## src/rtl/continuous_monitoring_system_pkg.sv

```systemverilog
// Shared widths, control-register map and trace FSM encoding for the
// continuous monitoring system.
package continuous_monitoring_system_pkg;

  localparam int unsigned XLEN              = 64;
  localparam int unsigned CTRL_ADDR_WIDTH   = 8;
  localparam int unsigned CTRL_DATA_WIDTH   = 64;
  localparam int unsigned CLK_COUNTER_WIDTH = 64;

  localparam logic [31:0] WFI_INSTRUCTION = 32'h1050_0073;

  typedef enum logic [CTRL_ADDR_WIDTH-1:0] {
    ADDR_START_ENABLE         = 8'h00,
    ADDR_START_ADDR           = 8'h01,
    ADDR_END_ENABLE           = 8'h02,
    ADDR_END_ADDR             = 8'h03,
    ADDR_RANGE_LOWER_ENABLE   = 8'h04,
    ADDR_RANGE_LOWER          = 8'h05,
    ADDR_RANGE_UPPER_ENABLE   = 8'h06,
    ADDR_RANGE_UPPER          = 8'h07,
    ADDR_WFI_STOPPED          = 8'h08,
    ADDR_CLK_COUNTER          = 8'h09,
    ADDR_LAST_WRITE_TIMESTAMP = 8'h0A
  } ctrl_addr_t;

  typedef enum logic [1:0] {
    ST_IDLE,
    ST_TRACING,
    ST_STOPPED
  } trace_state_t;

endpackage

```

## src/rtl/cms_trace_ctrl_if.sv

```systemverilog
// Control-register bus between a configuring master and the trace controller.
interface cms_trace_ctrl_if
  import continuous_monitoring_system_pkg::*;
#(
  parameter int unsigned ADDR_WIDTH = CTRL_ADDR_WIDTH,
  parameter int unsigned DATA_WIDTH = CTRL_DATA_WIDTH
);
  logic [ADDR_WIDTH-1:0] ctrl_addr;
  logic [DATA_WIDTH-1:0] ctrl_wdata;
  logic                  ctrl_write_enable;
  logic [DATA_WIDTH-1:0] ctrl_rdata;

  modport master (
    output ctrl_addr, ctrl_wdata, ctrl_write_enable,
    input  ctrl_rdata
  );

  modport slave (
    input  ctrl_addr, ctrl_wdata, ctrl_write_enable,
    output ctrl_rdata
  );
endinterface

```

## src/rtl/cms_addr_range_check.sv

```systemverilog
// Inclusive unsigned address window test; a disabled bound never excludes.
module cms_addr_range_check
  import continuous_monitoring_system_pkg::*;
#(
  parameter int unsigned ADDR_WIDTH = XLEN
) (
  input  logic [ADDR_WIDTH-1:0] pc,
  input  logic [ADDR_WIDTH-1:0] lower,
  input  logic [ADDR_WIDTH-1:0] upper,
  input  logic                  lower_en,
  input  logic                  upper_en,
  output logic                  in_range
);
  assign in_range = (!lower_en || (pc >= lower)) && (!upper_en || (pc <= upper));
endmodule

```

## src/rtl/cms_trace_ctrl.sv

```systemverilog
// Trace start/stop controller: trigger/range config registers, WFI stop,
// free-running cycle counter and timestamp of the last traced instruction.
module cms_trace_ctrl #(
  parameter int unsigned XLEN              = continuous_monitoring_system_pkg::XLEN,
  parameter int unsigned CTRL_ADDR_WIDTH   = continuous_monitoring_system_pkg::CTRL_ADDR_WIDTH,
  parameter int unsigned CTRL_DATA_WIDTH   = continuous_monitoring_system_pkg::CTRL_DATA_WIDTH,
  parameter int unsigned CLK_COUNTER_WIDTH = continuous_monitoring_system_pkg::CLK_COUNTER_WIDTH
) (
  input  logic                         CLK,
  input  logic                         RST_N,
  cms_trace_ctrl_if.slave              ctrl,
  input  logic                         pc_valid,
  input  logic [XLEN-1:0]              pc,
  input  logic [31:0]                  instr,
  output logic                         trace_valid,
  output logic                         wfi_stopped,
  output logic [CLK_COUNTER_WIDTH-1:0] clk_counter,
  output logic [CLK_COUNTER_WIDTH-1:0] last_write_timestamp
);
  import continuous_monitoring_system_pkg::*;

  trace_state_t         state;
  logic                 start_en, end_en, lower_en, upper_en;
  logic [XLEN-1:0]      start_addr, end_addr, lower, upper;
  logic                 in_range, is_wfi, start_hit, end_hit, trace_fire;
  logic                 wr_start_en, wr_start_addr, wr_end_en, wr_end_addr;
  logic                 wr_lower_en, wr_lower, wr_upper_en, wr_upper;
  logic                 wr_wfi, wr_counter, wr_timestamp;
  logic [CTRL_DATA_WIDTH-1:0] rdata_next;

  cms_addr_range_check #(.ADDR_WIDTH(XLEN)) u_range (
    .pc       (pc),
    .lower    (lower),
    .upper    (upper),
    .lower_en (lower_en),
    .upper_en (upper_en),
    .in_range (in_range)
  );

  always_comb begin
    wr_start_en  = 1'b0;
    wr_start_addr = 1'b0;
    wr_end_en    = 1'b0;
    wr_end_addr  = 1'b0;
    wr_lower_en  = 1'b0;
    wr_lower     = 1'b0;
    wr_upper_en  = 1'b0;
    wr_upper     = 1'b0;
    wr_wfi       = 1'b0;
    wr_counter   = 1'b0;
    wr_timestamp = 1'b0;
    if (ctrl.ctrl_write_enable) begin
      case (ctrl.ctrl_addr)
        CTRL_ADDR_WIDTH'(ADDR_START_ENABLE):         wr_start_en   = 1'b1;
        CTRL_ADDR_WIDTH'(ADDR_START_ADDR):           wr_start_addr = 1'b1;
        CTRL_ADDR_WIDTH'(ADDR_END_ENABLE):           wr_end_en     = 1'b1;
        CTRL_ADDR_WIDTH'(ADDR_END_ADDR):             wr_end_addr   = 1'b1;
        CTRL_ADDR_WIDTH'(ADDR_RANGE_LOWER_ENABLE):   wr_lower_en   = 1'b1;
        CTRL_ADDR_WIDTH'(ADDR_RANGE_LOWER):          wr_lower      = 1'b1;
        CTRL_ADDR_WIDTH'(ADDR_RANGE_UPPER_ENABLE):   wr_upper_en   = 1'b1;
        CTRL_ADDR_WIDTH'(ADDR_RANGE_UPPER):          wr_upper      = 1'b1;
        CTRL_ADDR_WIDTH'(ADDR_WFI_STOPPED):          wr_wfi        = 1'b1;
        CTRL_ADDR_WIDTH'(ADDR_CLK_COUNTER):          wr_counter    = 1'b1;
        CTRL_ADDR_WIDTH'(ADDR_LAST_WRITE_TIMESTAMP): wr_timestamp  = 1'b1;
        default: ;
      endcase
    end
  end

  always_comb begin
    rdata_next = '0;
    case (ctrl.ctrl_addr)
      CTRL_ADDR_WIDTH'(ADDR_START_ENABLE):         rdata_next = CTRL_DATA_WIDTH'(start_en);
      CTRL_ADDR_WIDTH'(ADDR_START_ADDR):           rdata_next = CTRL_DATA_WIDTH'(start_addr);
      CTRL_ADDR_WIDTH'(ADDR_END_ENABLE):           rdata_next = CTRL_DATA_WIDTH'(end_en);
      CTRL_ADDR_WIDTH'(ADDR_END_ADDR):             rdata_next = CTRL_DATA_WIDTH'(end_addr);
      CTRL_ADDR_WIDTH'(ADDR_RANGE_LOWER_ENABLE):   rdata_next = CTRL_DATA_WIDTH'(lower_en);
      CTRL_ADDR_WIDTH'(ADDR_RANGE_LOWER):          rdata_next = CTRL_DATA_WIDTH'(lower);
      CTRL_ADDR_WIDTH'(ADDR_RANGE_UPPER_ENABLE):   rdata_next = CTRL_DATA_WIDTH'(upper_en);
      CTRL_ADDR_WIDTH'(ADDR_RANGE_UPPER):          rdata_next = CTRL_DATA_WIDTH'(upper);
      CTRL_ADDR_WIDTH'(ADDR_WFI_STOPPED):          rdata_next = CTRL_DATA_WIDTH'(wfi_stopped);
      CTRL_ADDR_WIDTH'(ADDR_CLK_COUNTER):          rdata_next = CTRL_DATA_WIDTH'(clk_counter);
      CTRL_ADDR_WIDTH'(ADDR_LAST_WRITE_TIMESTAMP): rdata_next = CTRL_DATA_WIDTH'(last_write_timestamp);
      default: ;
    endcase
  end

  // WFI beats any trigger match; the end trigger is only looked at once tracing.
  always_comb begin
    is_wfi     = (instr == WFI_INSTRUCTION);
    start_hit  = !start_en || (pc == start_addr);
    end_hit    = end_en && (pc == end_addr);
    trace_fire = pc_valid && in_range && !is_wfi && !wr_wfi &&
                 ((state == ST_TRACING) || ((state == ST_IDLE) && start_hit));
  end

  always_ff @(posedge CLK or negedge RST_N) begin
    if (!RST_N) begin
      start_en   <= 1'b0;
      end_en     <= 1'b0;
      lower_en   <= 1'b0;
      upper_en   <= 1'b0;
      start_addr <= '0;
      end_addr   <= '0;
      lower      <= '0;
      upper      <= '0;
      ctrl.ctrl_rdata <= '0;
    end else begin
      if (wr_start_en)   start_en   <= ctrl.ctrl_wdata[0];
      if (wr_start_addr) start_addr <= XLEN'(ctrl.ctrl_wdata);
      if (wr_end_en)     end_en     <= ctrl.ctrl_wdata[0];
      if (wr_end_addr)   end_addr   <= XLEN'(ctrl.ctrl_wdata);
      if (wr_lower_en)   lower_en   <= ctrl.ctrl_wdata[0];
      if (wr_lower)      lower      <= XLEN'(ctrl.ctrl_wdata);
      if (wr_upper_en)   upper_en   <= ctrl.ctrl_wdata[0];
      if (wr_upper)      upper      <= XLEN'(ctrl.ctrl_wdata);
      ctrl.ctrl_rdata <= rdata_next;
    end
  end

  // A software write to WFI_STOPPED overrides any pc-driven transition that cycle.
  always_ff @(posedge CLK or negedge RST_N) begin
    if (!RST_N) begin
      state       <= ST_IDLE;
      trace_valid <= 1'b0;
      wfi_stopped <= 1'b0;
    end else begin
      trace_valid <= trace_fire;
      if (wr_wfi) begin
        wfi_stopped <= ctrl.ctrl_wdata[0];
        if (ctrl.ctrl_wdata[0])         state <= ST_STOPPED;
        else if (state == ST_STOPPED)   state <= ST_IDLE;
      end else if (pc_valid) begin
        case (state)
          ST_IDLE: begin
            if (is_wfi) begin
              wfi_stopped <= 1'b1;
              state       <= ST_STOPPED;
            end else if (start_hit) begin
              state <= ST_TRACING;
            end
          end
          ST_TRACING: begin
            if (is_wfi) begin
              wfi_stopped <= 1'b1;
              state       <= ST_STOPPED;
            end else if (end_hit) begin
              state <= ST_STOPPED;
            end
          end
          default: ;
        endcase
      end
    end
  end

  always_ff @(posedge CLK or negedge RST_N) begin
    if (!RST_N) begin
      clk_counter          <= '0;
      last_write_timestamp <= '0;
    end else begin
      if (wr_counter) clk_counter <= CLK_COUNTER_WIDTH'(ctrl.ctrl_wdata);
      else            clk_counter <= clk_counter + CLK_COUNTER_WIDTH'(1);
      if (trace_fire)        last_write_timestamp <= clk_counter;
      else if (wr_timestamp) last_write_timestamp <= CLK_COUNTER_WIDTH'(ctrl.ctrl_wdata);
    end
  end

endmodule

```

## src/flat_wrapper.sv

```systemverilog
// flat-port wrapper written by rule: the top's interface ports become plain ports
module cms_trace_ctrl_flat import continuous_monitoring_system_pkg::*;
#(
  parameter int unsigned XLEN              = continuous_monitoring_system_pkg::XLEN,
  parameter int unsigned CTRL_ADDR_WIDTH   = continuous_monitoring_system_pkg::CTRL_ADDR_WIDTH,
  parameter int unsigned CTRL_DATA_WIDTH   = continuous_monitoring_system_pkg::CTRL_DATA_WIDTH,
  parameter int unsigned CLK_COUNTER_WIDTH = continuous_monitoring_system_pkg::CLK_COUNTER_WIDTH
)
  (CLK, RST_N, pc_valid, pc, instr, trace_valid, wfi_stopped, clk_counter, last_write_timestamp, ctrl_ctrl_addr, ctrl_ctrl_wdata, ctrl_ctrl_write_enable, ctrl_ctrl_rdata);
  cms_trace_ctrl_if ctrl_i ();
  input  logic CLK;
  input  logic RST_N;
  input  logic pc_valid;
  input  logic [XLEN-1:0] pc;
  input  logic [31:0] instr;
  output logic trace_valid;
  output logic wfi_stopped;
  output logic [CLK_COUNTER_WIDTH-1:0] clk_counter;
  output logic [CLK_COUNTER_WIDTH-1:0] last_write_timestamp;
  input wire logic [$bits(ctrl_i.ctrl_addr)-1:0] ctrl_ctrl_addr;
  input wire logic [$bits(ctrl_i.ctrl_wdata)-1:0] ctrl_ctrl_wdata;
  input wire logic [$bits(ctrl_i.ctrl_write_enable)-1:0] ctrl_ctrl_write_enable;
  output wire logic [$bits(ctrl_i.ctrl_rdata)-1:0] ctrl_ctrl_rdata;
  assign ctrl_i.ctrl_addr = ctrl_ctrl_addr;
  assign ctrl_i.ctrl_wdata = ctrl_ctrl_wdata;
  assign ctrl_i.ctrl_write_enable = ctrl_ctrl_write_enable;
  assign ctrl_ctrl_rdata = ctrl_i.ctrl_rdata;
  cms_trace_ctrl #(.XLEN(XLEN), .CTRL_ADDR_WIDTH(CTRL_ADDR_WIDTH), .CTRL_DATA_WIDTH(CTRL_DATA_WIDTH), .CLK_COUNTER_WIDTH(CLK_COUNTER_WIDTH)) u_core (.CLK(CLK), .RST_N(RST_N), .ctrl(ctrl_i), .pc_valid(pc_valid), .pc(pc), .instr(instr), .trace_valid(trace_valid), .wfi_stopped(wfi_stopped), .clk_counter(clk_counter), .last_write_timestamp(last_write_timestamp));
endmodule
```

## config.mk

```make
export PLATFORM = sky130hd
export DESIGN_NAME = cms_trace_ctrl_flat
export DESIGN_NICKNAME = d
export VERILOG_FILES = /design/src/rtl/continuous_monitoring_system_pkg.sv /design/src/rtl/cms_trace_ctrl_if.sv /design/src/rtl/cms_addr_range_check.sv /design/src/rtl/cms_trace_ctrl.sv /design/src/flat_wrapper.sv
export SDC_FILE = /design/constraint.sdc
export NUM_CORES = 1
export LEC_CHECK = 0
export BUFFER_PORTS_ARGS = -buffer_cell sky130_fd_sc_hd__buf_4
export CORE_ASPECT_RATIO = 2
export CORE_MARGIN = 1.5
export CORE_UTILIZATION = 50
export CTS_CLUSTER_SIZE = 40
export DETAILED_ROUTE_END_ITERATION = 12
export PLACE_DENSITY_LB_ADDON = 0.25
export SLEW_MARGIN = 25
export SYNTH_ARGS = -nofsm -noshare
export SYNTH_HDL_FRONTEND = slang
export SYNTH_SLANG_ARGS = --single-unit
```

## constraint.sdc

```tcl
create_clock -name CLK -period 3.3 [get_ports CLK]
set_input_delay 0.495 -clock CLK [delete_from_list [all_inputs] [get_ports CLK]]
set_output_delay 0.495 -clock CLK [all_outputs]
set_load 0.05 [all_outputs]
```

-- Word level (Yosys, flattened, before mapping)
Index checks and enable logic that the tools add are counted.
- input port bits: 172
- output and inout bits: 194
- logic and storage cells: 100
- flip-flop bits (word level): 456
- equal/unequal tests: 18
- reductions and logical operators: 26
- add/subtract/negate cells: 1
- mux-type cells: 39
- magnitude comparators: 2
- operator list (cell ; count):
    case mux 64 bit (11 select lines) ; 1
    two-way mux 64 bit ; 3
    == test 64 bit ; 2
    adder 64 x 1 -> 64 bit (second input constant) ; 1
    greater-or-equal comparator 64 bit ; 1
    <= comparator 64 bit ; 1
    == test 32 x 29 -> 1 bit (second input constant) ; 1
    == test 8 x 3 -> 1 bit (second input constant) ; 4
    two-way mux 1 bit ; 26
    == test 8 x 4 -> 1 bit (second input constant) ; 3
    == test 8 x 2 -> 1 bit (second input constant) ; 2
    two-way mux 2 bit ; 8
    == test 8 x 1 -> 1 bit (second input constant) ; 1
    logical NOT 8 bit ; 1
    inequality test 4 x 1 -> 1 bit (second input constant) ; 2
    nonzero test 2 bit ; 4
    logical AND 1 bit ; 7
    logical NOT 1 bit ; 5
    AND reduction 5 bit ; 1
    logical OR 1 bit ; 4
    case mux 2 bit (2 select lines) ; 1
    inequality test 3 bit (second input constant) ; 1
    AND reduction 3 bit ; 1
    nonzero test 3 bit ; 1
    other kinds (4) ; 4

-- Logic depth before layout (Yosys ltp)
Gate-level depths: netlist of run 1.
- depth after elaboration: 8
- gate-level depth with buffers: 12
- gate-level depth less buffers: 10

-- Hierarchy
Synthesis of run 1 repeated with hierarchy kept, for this count alone.
- cell total of the unflattened synthesis: 2564
- area, all modules: 26377.8 µm²
- by module, submodules not included (module ; cells each ; sequential area each (µm²) ; area each (µm²) ; instances):
    cms_trace_ctrl ; 2108 ; 11410.9 ; 23153.5 ; 1
    cms_addr_range_check ; 456 ; 0.0 ; 3224.3 ; 1

-- Least setup slack after synthesis of run 1
Ideal clock, no wire load.
- path kind: input port to flip-flop
- start: input port pc[63]
- end: register u_core.last_write_timestamp[30]
- path buffers: 2
- data required time: 3175 ps
- cell stages on the path: 11
- setup slack: 407 ps
- setup time: 125 ps
- arrival: 2768 ps
- path through: ha_1 a21oi_1 o21ai_0 a2111oi_0 o311ai_0 o22ai_1 o2111ai_1 a311oi_1 buf_4 buf_4 mux2_2
- word-level cells in the longest chain between the ends: 8
- elaborated cells between the ends (all ways): 15
- classes of those cells: 2 x order compare; 1 x eq/ne; 1 x mux; 11 x reduce/logical
- ends and longest elaborated chain (item ; line ; RTL):
    start, declared ; flat_wrapper.sv:14 ; input logic [XLEN-1:0] pc;
    greater-or-equal comparator 64 bit or <= comparator 64 bit (tied branches) ; cms_addr_range_check.sv:14 ; assign in_range = (!lower_en || (pc >= lower)) && (!upper_en || (pc <= upper));
    logical OR 1 bit ; cms_addr_range_check.sv:14 ;
    logical AND 1 bit ; cms_addr_range_check.sv:14 ;
    logical AND 1 bit (3 in a row) ; cms_trace_ctrl.sv:93 ; trace_fire = pc_valid && in_range && !is_wfi && !wr_wfi &&
    logical AND 1 bit * ; cms_trace_ctrl.sv:93 ;
    two-way mux 64 bit or nonzero test 2 bit (tied branches) ; - ;
    end signal, assigned ; cms_trace_ctrl.sv:164 ; if (trace_fire) last_write_timestamp <= clk_counter;
    end signal, assigned ; cms_trace_ctrl.sv:165 ; else if (wr_timestamp) last_write_timestamp <= CLK_COUNTER_WIDTH'(ctrl.ctrl_wdata);
    end, declared ; cms_trace_ctrl.sv:18 ; output logic [CLK_COUNTER_WIDTH-1:0] last_write_timestamp
Every way passes the cells marked *; elsewhere a longest branch is shown, timed or not.
A chain may end at the register's enable or synchronous reset.

-- Worst setup path after layout of run 1
- start: register u_core.lower[48]
- end: register u_core.last_write_timestamp[59]
- word-level cells in the longest chain between the ends: 8
- elaborated cells between the ends (all ways): 9
- classes of those cells: 1 x order compare; 1 x mux; 7 x reduce/logical
- ends and longest elaborated chain (item ; line ; RTL):
    start, declared ; cms_trace_ctrl.sv:24 ; logic [XLEN-1:0] start_addr, end_addr, lower, upper;
    start signal, assigned ; cms_trace_ctrl.sv:114 ; if (wr_lower) lower <= XLEN'(ctrl.ctrl_wdata);
    greater-or-equal comparator 64 bit * ; cms_addr_range_check.sv:14 ;
    logical OR 1 bit * ; cms_addr_range_check.sv:14 ;
    logical AND 1 bit * ; cms_addr_range_check.sv:14 ;
    logical AND 1 bit * (4 in a row) ; cms_trace_ctrl.sv:93 ;
    two-way mux 64 bit or nonzero test 2 bit (tied branches) ; - ;
Marked as above.

==> results of run 1 <==
## flip-flops by register name, summed over array words and instances, names as in the netlist
signal and cells:
u_core.clk_counter 64, u_core.wfi_stopped 1, u_core.start_en 1, u_core.end_en 1
u_core.upper 64, u_core.start_addr 64, u_core.state 2, u_core.ctrl.ctrl_rdata 64
u_core.last_write_timestamp 64, u_core.trace_valid 1, u_core.upper_en 1, u_core.lower 64
u_core.end_addr 64, u_core.lower_en 1
## cells in the final DEF (no fill, tap or decap), drive strengths merged, types with 53 or more instances in the layout
cell	n
ha	129
dfrtp	456
nand2	135
xnor2	118
a222oi	127
inv	157
buf	540
nor2	105
nand4	65
xor2	53
clkbuf	67
mux2	374
a21oi	115
## path summary, 6_finish.rpt
check	end	slack [ns]
hold reg to reg	u_core.upper[9]$_DFFE_PN0P_	0.53
setup reg to reg	u_core.last_write_timestamp[59]$_DFFE_PN0P_	0.07
max in group asynchronous	u_core.last_write_timestamp[29]$_DFFE_PN0P_	1.93
setup / recovery	u_core.last_write_timestamp[59]$_DFFE_PN0P_	0.07
hold / removal	u_core.upper[23]$_DFFE_PN0P_	0.20
min in group asynchronous	u_core.start_addr[8]$_DFFE_PN0P_	0.54
## worst max-delay path, delay by kind of cell, from the launching register on
family          cells  cell delay (ns)
mux                 1             0.34
fa+ha+maj           1             0.27
compound gates      2             0.44
flops               1             0.38
buf+inv             4             0.70
simple gates        5             0.96
## area by class of cell
cell class	instances	area, µm²	share of cell area, %
Antenna cell	2	5.00	0.0161
Inverter	157	589	1.89
Timing Repair Buffer	543	4370	14.0
Clock buffer	65	1320	4.24
Sequential cell	456	11400	36.6
Clock inverter	13	196	0.630
Multi-Input combinational cell	1445	12500	40.0
Tap cell	643	805	2.58
## repair_timing
item                                    4_1_cts  5_1_grt
endpoints found under the setup margin        9       64
cloned                                        0        2
resized for setup                             1       31
hold buffers                                  1        0
pin swaps                                     0       17
buffers inserted                              0       15
endpoints found under the hold margin        71        0
## report_power, final
group | switching [mW] | internal [mW] | total, mW
Combinational | 1.82 | 1.25 | 3.07
Clock | 2.23 | 3.15 | 5.38
Sequential | 0.412 | 5.94 | 6.36
## per-stage QoR
stage          worst slack, ns  setup TNS [ns]
4_1_cts                0.00160               0
3_5_place_dp            -0.250          -11.91
2_1_floorplan            0.407               0
5_1_grt                -0.0525          -0.941
3_3_place_gp            -0.158           -6.98
6_report                0.0684               0
## per-layer routing
| layer | vias to the layer above | wire length (µm) |
|---|---|---|
| li1 | 8904 | - |
| met1 | 9901 | 31200 |
| met2 | 860 | 40200 |
| met3 | 165 | 5810 |
| met4 | 6 | 4930 |
| met5 | - | 44 |
## kinds of logic (layout without fill, tap and decap cells)
logic type | after synthesis | after routing | share of synthesized area (%)
compound gates | 325 | 325 | 9.92
xor+xnor | 171 | 171 | 6.07
fa+ha+maj | 129 | 129 | 6.54
buf+inv | 259 | 778 | 4.29
flops | 456 | 456 | 46.2
mux | 390 | 390 | 18.5
other cells | 0 | 2 | 0
simple gates | 430 | 430 | 8.47
==> impl_metrics.toml, run 1 <==
[status]
outcome = "finished clean"

[clock_network]
clkSinkCount = 456
cts_root_buffer = "clkbuf_16"
cts-buffers-inserted = 42
h-tree-depth = 2
tritoncts = "built"
clkSlewWorstSetupHoldPaths_ns = 0.07
clockBufferDepth = 3
clkLatencyLatePin_ns = 0.58

[worst_setup_path]
cp_cell_sequence = "inv_1, ha_1, nand4_1, nor4_4, buf_4, nand2_2, nor2_4, a32oi_1, and3_1, a311oi_4, buf_6, clkbuf_16, mux2_2"
crit_type = "register to register"
critPathSlowestCell = "dfrtp_1"
required_ns = 3.74
cp.arrival_ns = 3.68
ff2ff_path_depth = 13
critPathCaptureType = "register"
cp-startpoint = "u_core.lower[48]$_DFFE_PN0P_"
path_max_fanout = 8
r2r-start = "u_core.lower[48]$_DFFE_PN0P_"
slowest_delay_ns = 0.38
critPathLaunchType = "register"

[drt]
postRouteWirelength_um = 82200
drt_iter0_drc = 2075
remaining_drc_errors = 0
vias = 19800
firstDrtPassIters = 8
routedWlPerCell_um = 24.7
antenna_left = 0
viasPerCell = 5.97

[power_and_ir_drop]
power_mw = 14.8
leakage_nw = 14.8
ir_worst_vdd_uv = 316
p_per_area_nw_per_um2 = 475

[finish]
instances_no_fill = 3324
drive_gt1_share_pct = 38.3
final_nets = 2946
fill_cells = 3976
areaGrowthSynthToFinish_pct = 26.2
finalCoreUtilization_pct = 63.7
final_cell_area_um2 = 31200

[grt]
antenna_found_initial = 5
grtUsageMet2_pct = 54.1
grt_pass1_vias = 20000
grt_max_degree = 106
met3_usage_pct = 5.00
busiest_layer = "met2"
grt_pass1_wl_um = 123000
grtUsageTotal_pct = 32.0
met1_usage_pct = 39.3
grt_overflow = 0

[sta]
holdWs_ns = 0.204
slew_headroom_pct = 49.5
final_hold_viol_count = 0
min_period_over_period_pct = 97.9
fmax_mhz = 309
finClkSkew_ns = 0.0245
setup_viol_count_final = 0
min_period_ns = 3.23
tightest_slew_ns = 0.753
slew_viol_final = 0
rsz0062_at_grt = "true"

[synthesis]
yosys_warnings = 0
seq_area_frac_synth_pct = 46.2
synth_top_area_share_pct = 46.2
synthTopCellsByArea = "dfrtp_1 (46%), mux2_2 (15%), ha_1 (6.5%)"
syn_area_per_cell_um2 = 11.4
netlist_area_um2 = 24700
synth_common_cells = "dfrtp_1 (456), mux2_2 (322), inv_1 (157)"
ys_ff_latch = 456
synth_area_leader_cell = "dfrtp_1"
ys.flop_type = "dfrtp_1"
syn_nets = 2461
syn_inst = 2160
yosysMostFrequentCell = "dfrtp_1"
synth_cell_type_count = 59
synth-async-reset-ratio_pct = 100
synth_edf_count = 0

[hold_path]
hp-class = "input pin to register"
worstHoldStart = "ctrl_ctrl_wdata[23]"
whs_path_depth = 2

[placement]
dp.cells = 3226
placed_cell_area_um2 = 29300
port_buffers = 365
hpwl_um = 60000
routabilityCongestion = 1.02

[floorplan]
coreArea_um2 = 48900
die_w_um = 160
num_rows = 115
die_h_um = 317
top_level_ports = 366
dieArea_um2 = 50800
initial_core_util_pct = 50.5

[run]
cap_violations = 0
No activity file was read; power rests on OpenSTA's default activity.
==> run 2: changes to the inputs <==
--- a/config.mk
+++ b/config.mk
@@ -15,4 +15,5 @@
 export SLEW_MARGIN = 25
 export SYNTH_ARGS = -nofsm -noshare
 export SYNTH_HDL_FRONTEND = slang
+export SYNTH_HIERARCHICAL = 1
 export SYNTH_SLANG_ARGS = --single-unit
==> run 2 against run 1 <==
The run now ends with hold timing, setup timing left. Via count up 23%. Non-clock buffer count up 16. Synthesized cell count up 19%. Setup slack worse by 0.21 ns. Sequential share of layout area down 2.3 points. Utilization up 0.21 points. Clock skew down 0.0098 ns. Fmax down 6.0%. Clock power down 3.9%. Area after synthesis up 6.8%.
==> impl_metrics.toml, run 2 <==
[finish]
final_cell_area_um2 = 33200
fill_cells = 4232
finalCoreUtilization_pct = 63.9
final_nets = 3293
layout_common_cells = "buf_4 (509), dfrtp_1 (456), nand2_1 (240), a21oi_1 (174), mux2_2 (162)"
areaGrowthSynthToFinish_pct = 25.9
final_common_cell = "buf_4"
drive_gt1_share_pct = 31.2

[worst_setup_path]
cp.arrival_ns = 3.89
ff2ff_path_depth = 16
critPathLaunchType = "register"
r2r-start = "u_core/lower[11]$_DFFE_PN0P_"
critPathSlowestCell = "dfrtp_1"
r2r_slack_ns = -0.14
path_max_fanout = 7
required_ns = 3.75
cp-startpoint = "u_core/lower[11]$_DFFE_PN0P_"
rr_endpoint = "u_core/last_write_timestamp[13]$_DFFE_PN0P_"
cp_cell_sequence = "inv_1, ha_1, nand4_1, a211oi_1, o41ai_2, o221ai_1, o21ai_1, a31o_1, a32oi_2, o2111ai_4, buf_12, buf_16, buf_12, buf_8, nor4_1, nor3_1"
crit_family = "compound AO/OA/AOI/OAI gates"
cp_num_cells = 16
crit_type = "register to register"
setup.worst_path.end = "u_core/last_write_timestamp[13]$_DFFE_PN0P_"
critPathMostFrequentCell = "buf_12"
slowest_delay_ns = 0.38
cp_num_buf_inv = 5
critPathCaptureType = "register"

[clock_network]
cts-buffers-inserted = 43
tritoncts = "built"
h-tree-depth = 2
clkSlewWorstSetupHoldPaths_ns = 0.07
clkSinkCount = 456
cts_root_buffer = "clkbuf_16"
clockBufferDepth = 3
clkLatencyLatePin_ns = 0.58

[synthesis]
netlist_area_um2 = 26400
synth_common_cells = "dfrtp_1 (456), nand2_1 (258), a21oi_1 (175)"
ys_ff_latch = 456
yosys_warnings = 6
synth_top_area_share_pct = 43.3
synthTopCellsByArea = "dfrtp_1 (43%), mux2_2 (6.9%), ha_1 (6.1%)"
synth_cell_type_count = 71
seq_area_frac_synth_pct = 43.3
synth_area_leader_cell = "dfrtp_1"
syn_nets = 2865
ys.flop_type = "dfrtp_1"
yosysMostFrequentCell = "dfrtp_1"
synth-async-reset-ratio_pct = 100
syn_inst = 2564
syn_area_per_cell_um2 = 10.3
synth_edf_count = 0

[placement]
placed_cell_area_um2 = 30800
hpwl_um = 75300
routabilityCongestion = 1.02
port_buffers = 365

[power_and_ir_drop]
pwr-share-clk_pct = 34.7
switchingPower_mw = 4.80
switching_share_pct = 32.3
combPwrFrac_pct = 22.1
ir_worst_vdd_uv = 490
p_seq_share_pct = 43.2
p_int_mw = 10.1
p_per_area_nw_per_um2 = 448
leakage_nw = 15.8

[drt]
vias = 24400
viasPerCell = 6.62
firstDrtPassIters = 10
postRouteWirelength_um = 106000
routedWlPerCell_um = 28.7
antenna_left = 0
drt_iter0_drc = 2830
remaining_drc_errors = 0

[sta]
min_period_ns = 3.44
holdWs_ns = -0.0544
final_hold_viol_count = 8
setup_viol_count_final = 50
min_period_over_period_pct = 104
slew_headroom_pct = 30.3
fmax_mhz = 291
setup_tns_ns = -2.32
worst_slack_ns = -0.139
tightest_slew_ns = 1.05
slew_viol_final = 0
rsz0062_at_grt = "true"
finClkSkew_ns = 0.0147

[run]
cap_violations = 0

[status]
outcome = "finished, violations left"
violations = "hold timing, setup timing"

[floorplan]
dieArea_um2 = 54200
coreArea_um2 = 52000
die_w_um = 165
num_rows = 118
die_h_um = 328
top_level_ports = 366
initial_core_util_pct = 50.8

[grt]
grt_max_degree = 109
grt_pass1_wl_um = 150000
grt_overflow = 0
grtUsageTotal_pct = 37.5
grt_pass1_vias = 24700
antenna_found_initial = 4

[hold_path]
hp-class = "input pin to asynchronous set/reset pin"
==> run 2: changes by cell type in the layout (fill, tap and decap cells not counted), moves of 19 or more <==
cell,delta
nor3_1,+59
mux2i_1,+48
a21oi_1,+61
xor2_1,+27
nor4_1,+48
xnor2_1,-19
nor4_2,+20
nand2_1,+112
mux2_2,-160
mux2_1,+48
o31ai_1,+56
==> run 2: metrics by stage <==
stage / setup WS, ns / hold slack (ns) / total power, mW / cells
final: -0.139 / -0.0544 / 14.9 / 3686
after global routing: -0.198 / 0.0107 / 15.3 / 3685
after CTS: 0.00143 / 0.000381 / 14.7 / 3670
after detailed placement: -0.545 / 0.519 / 9.58 / 3581
after global placement: -0.502 / 0.504 / 9.49 / 3581
after floorplan: 0.276 / 0.199 / 8.07 / 2564
==> run 2: layout make-up <==
class	instances	area [µm²]	share of cell area (%)
Antenna cell	3	7.51	0.0226
Multi-Input combinational cell	1782	14200	42.9
Tap cell	660	826	2.49
Inverter	150	563	1.70
Clock inverter	10	103	0.309
Timing Repair Buffer	559	4740	14.3
Sequential cell	456	11400	34.4
Clock buffer	66	1330	3.99
==> run 2: routing by layer <==
metal	share of wire, %	up-vias	track usage [%]
met4	12	2	34.2
met3	7.7	547	5.57
met1	32	12000	39.2
li1	-	10300	-
met5	0.0076	-	0
met2	49	1582	63.7
==> run 2: logic make-up (layout without fill, tap and decap cells) <==
family,after synthesis,count (layout),synth area share [%]
buffers and inverters,326,785,5.06
and+or+nand+nor,693,693,12.9
adders and majority gates,129,129,6.12
muxes,323,323,14.2
other,0,3,0
xor gates and xnor gates,177,177,5.88
DFF,456,456,43.3
AOI/OAI and AO/OA,460,460,12.5
==> run 2: power groups by stage <==
stage | Sequential, mW | Clock (mW) | Combinational [mW]
floorplan | 6.98 | 0 | 1.08
CTS | 6.40 | 5.21 | 3.14
finish | 6.43 | 5.17 | 3.29
detailed placement | 6.50 | 0 | 3.08
global placement | 6.48 | 0 | 3.01
global route | 6.46 | 5.41 | 3.46
==> run 2: timing repair <==
item,CTS,global route
setup endpoints to repair,65,65
hold buffers,0,0
buffers inserted,12,7
gates cloned,1,7
resized for setup,20,95
pin swaps,11,31
==> run 2: worst min-delay path by stage <==
stage | depth (start not counted) | endpoint
CTS | 1 | u_core/last_write_timestamp[5]$_DFFE_PN0P_
finish | 1 | u_core/last_write_timestamp[5]$_DFFE_PN0P_
floorplan | 0 | u_core/clk_counter[0]$_DFF_PN0_
detailed placement | 1 | u_core/start_addr[62]$_DFFE_PN0P_
global route | 1 | u_core/ctrl.ctrl_rdata[10]$_DFF_PN0_
global placement | 1 | u_core/start_addr[26]$_DFFE_PN0P_
==> run 2: worst reg2reg max path, stage by stage (launching register included) <==
cell and delay [ns]:
dfrtp_1 0.38, inv_1 0.06, ha_1 0.31, nand4_1 0.15, a211oi_1 0.33, o41ai_2 0.17
o221ai_1 0.16, o21ai_1 0.18, a31o_1 0.26, a32oi_2 0.24, o2111ai_4 0.17, buf_12 0.18
buf_16 0.15, buf_12 0.16, buf_8 0.14, nor4_1 0.21, nor3_1 0.09
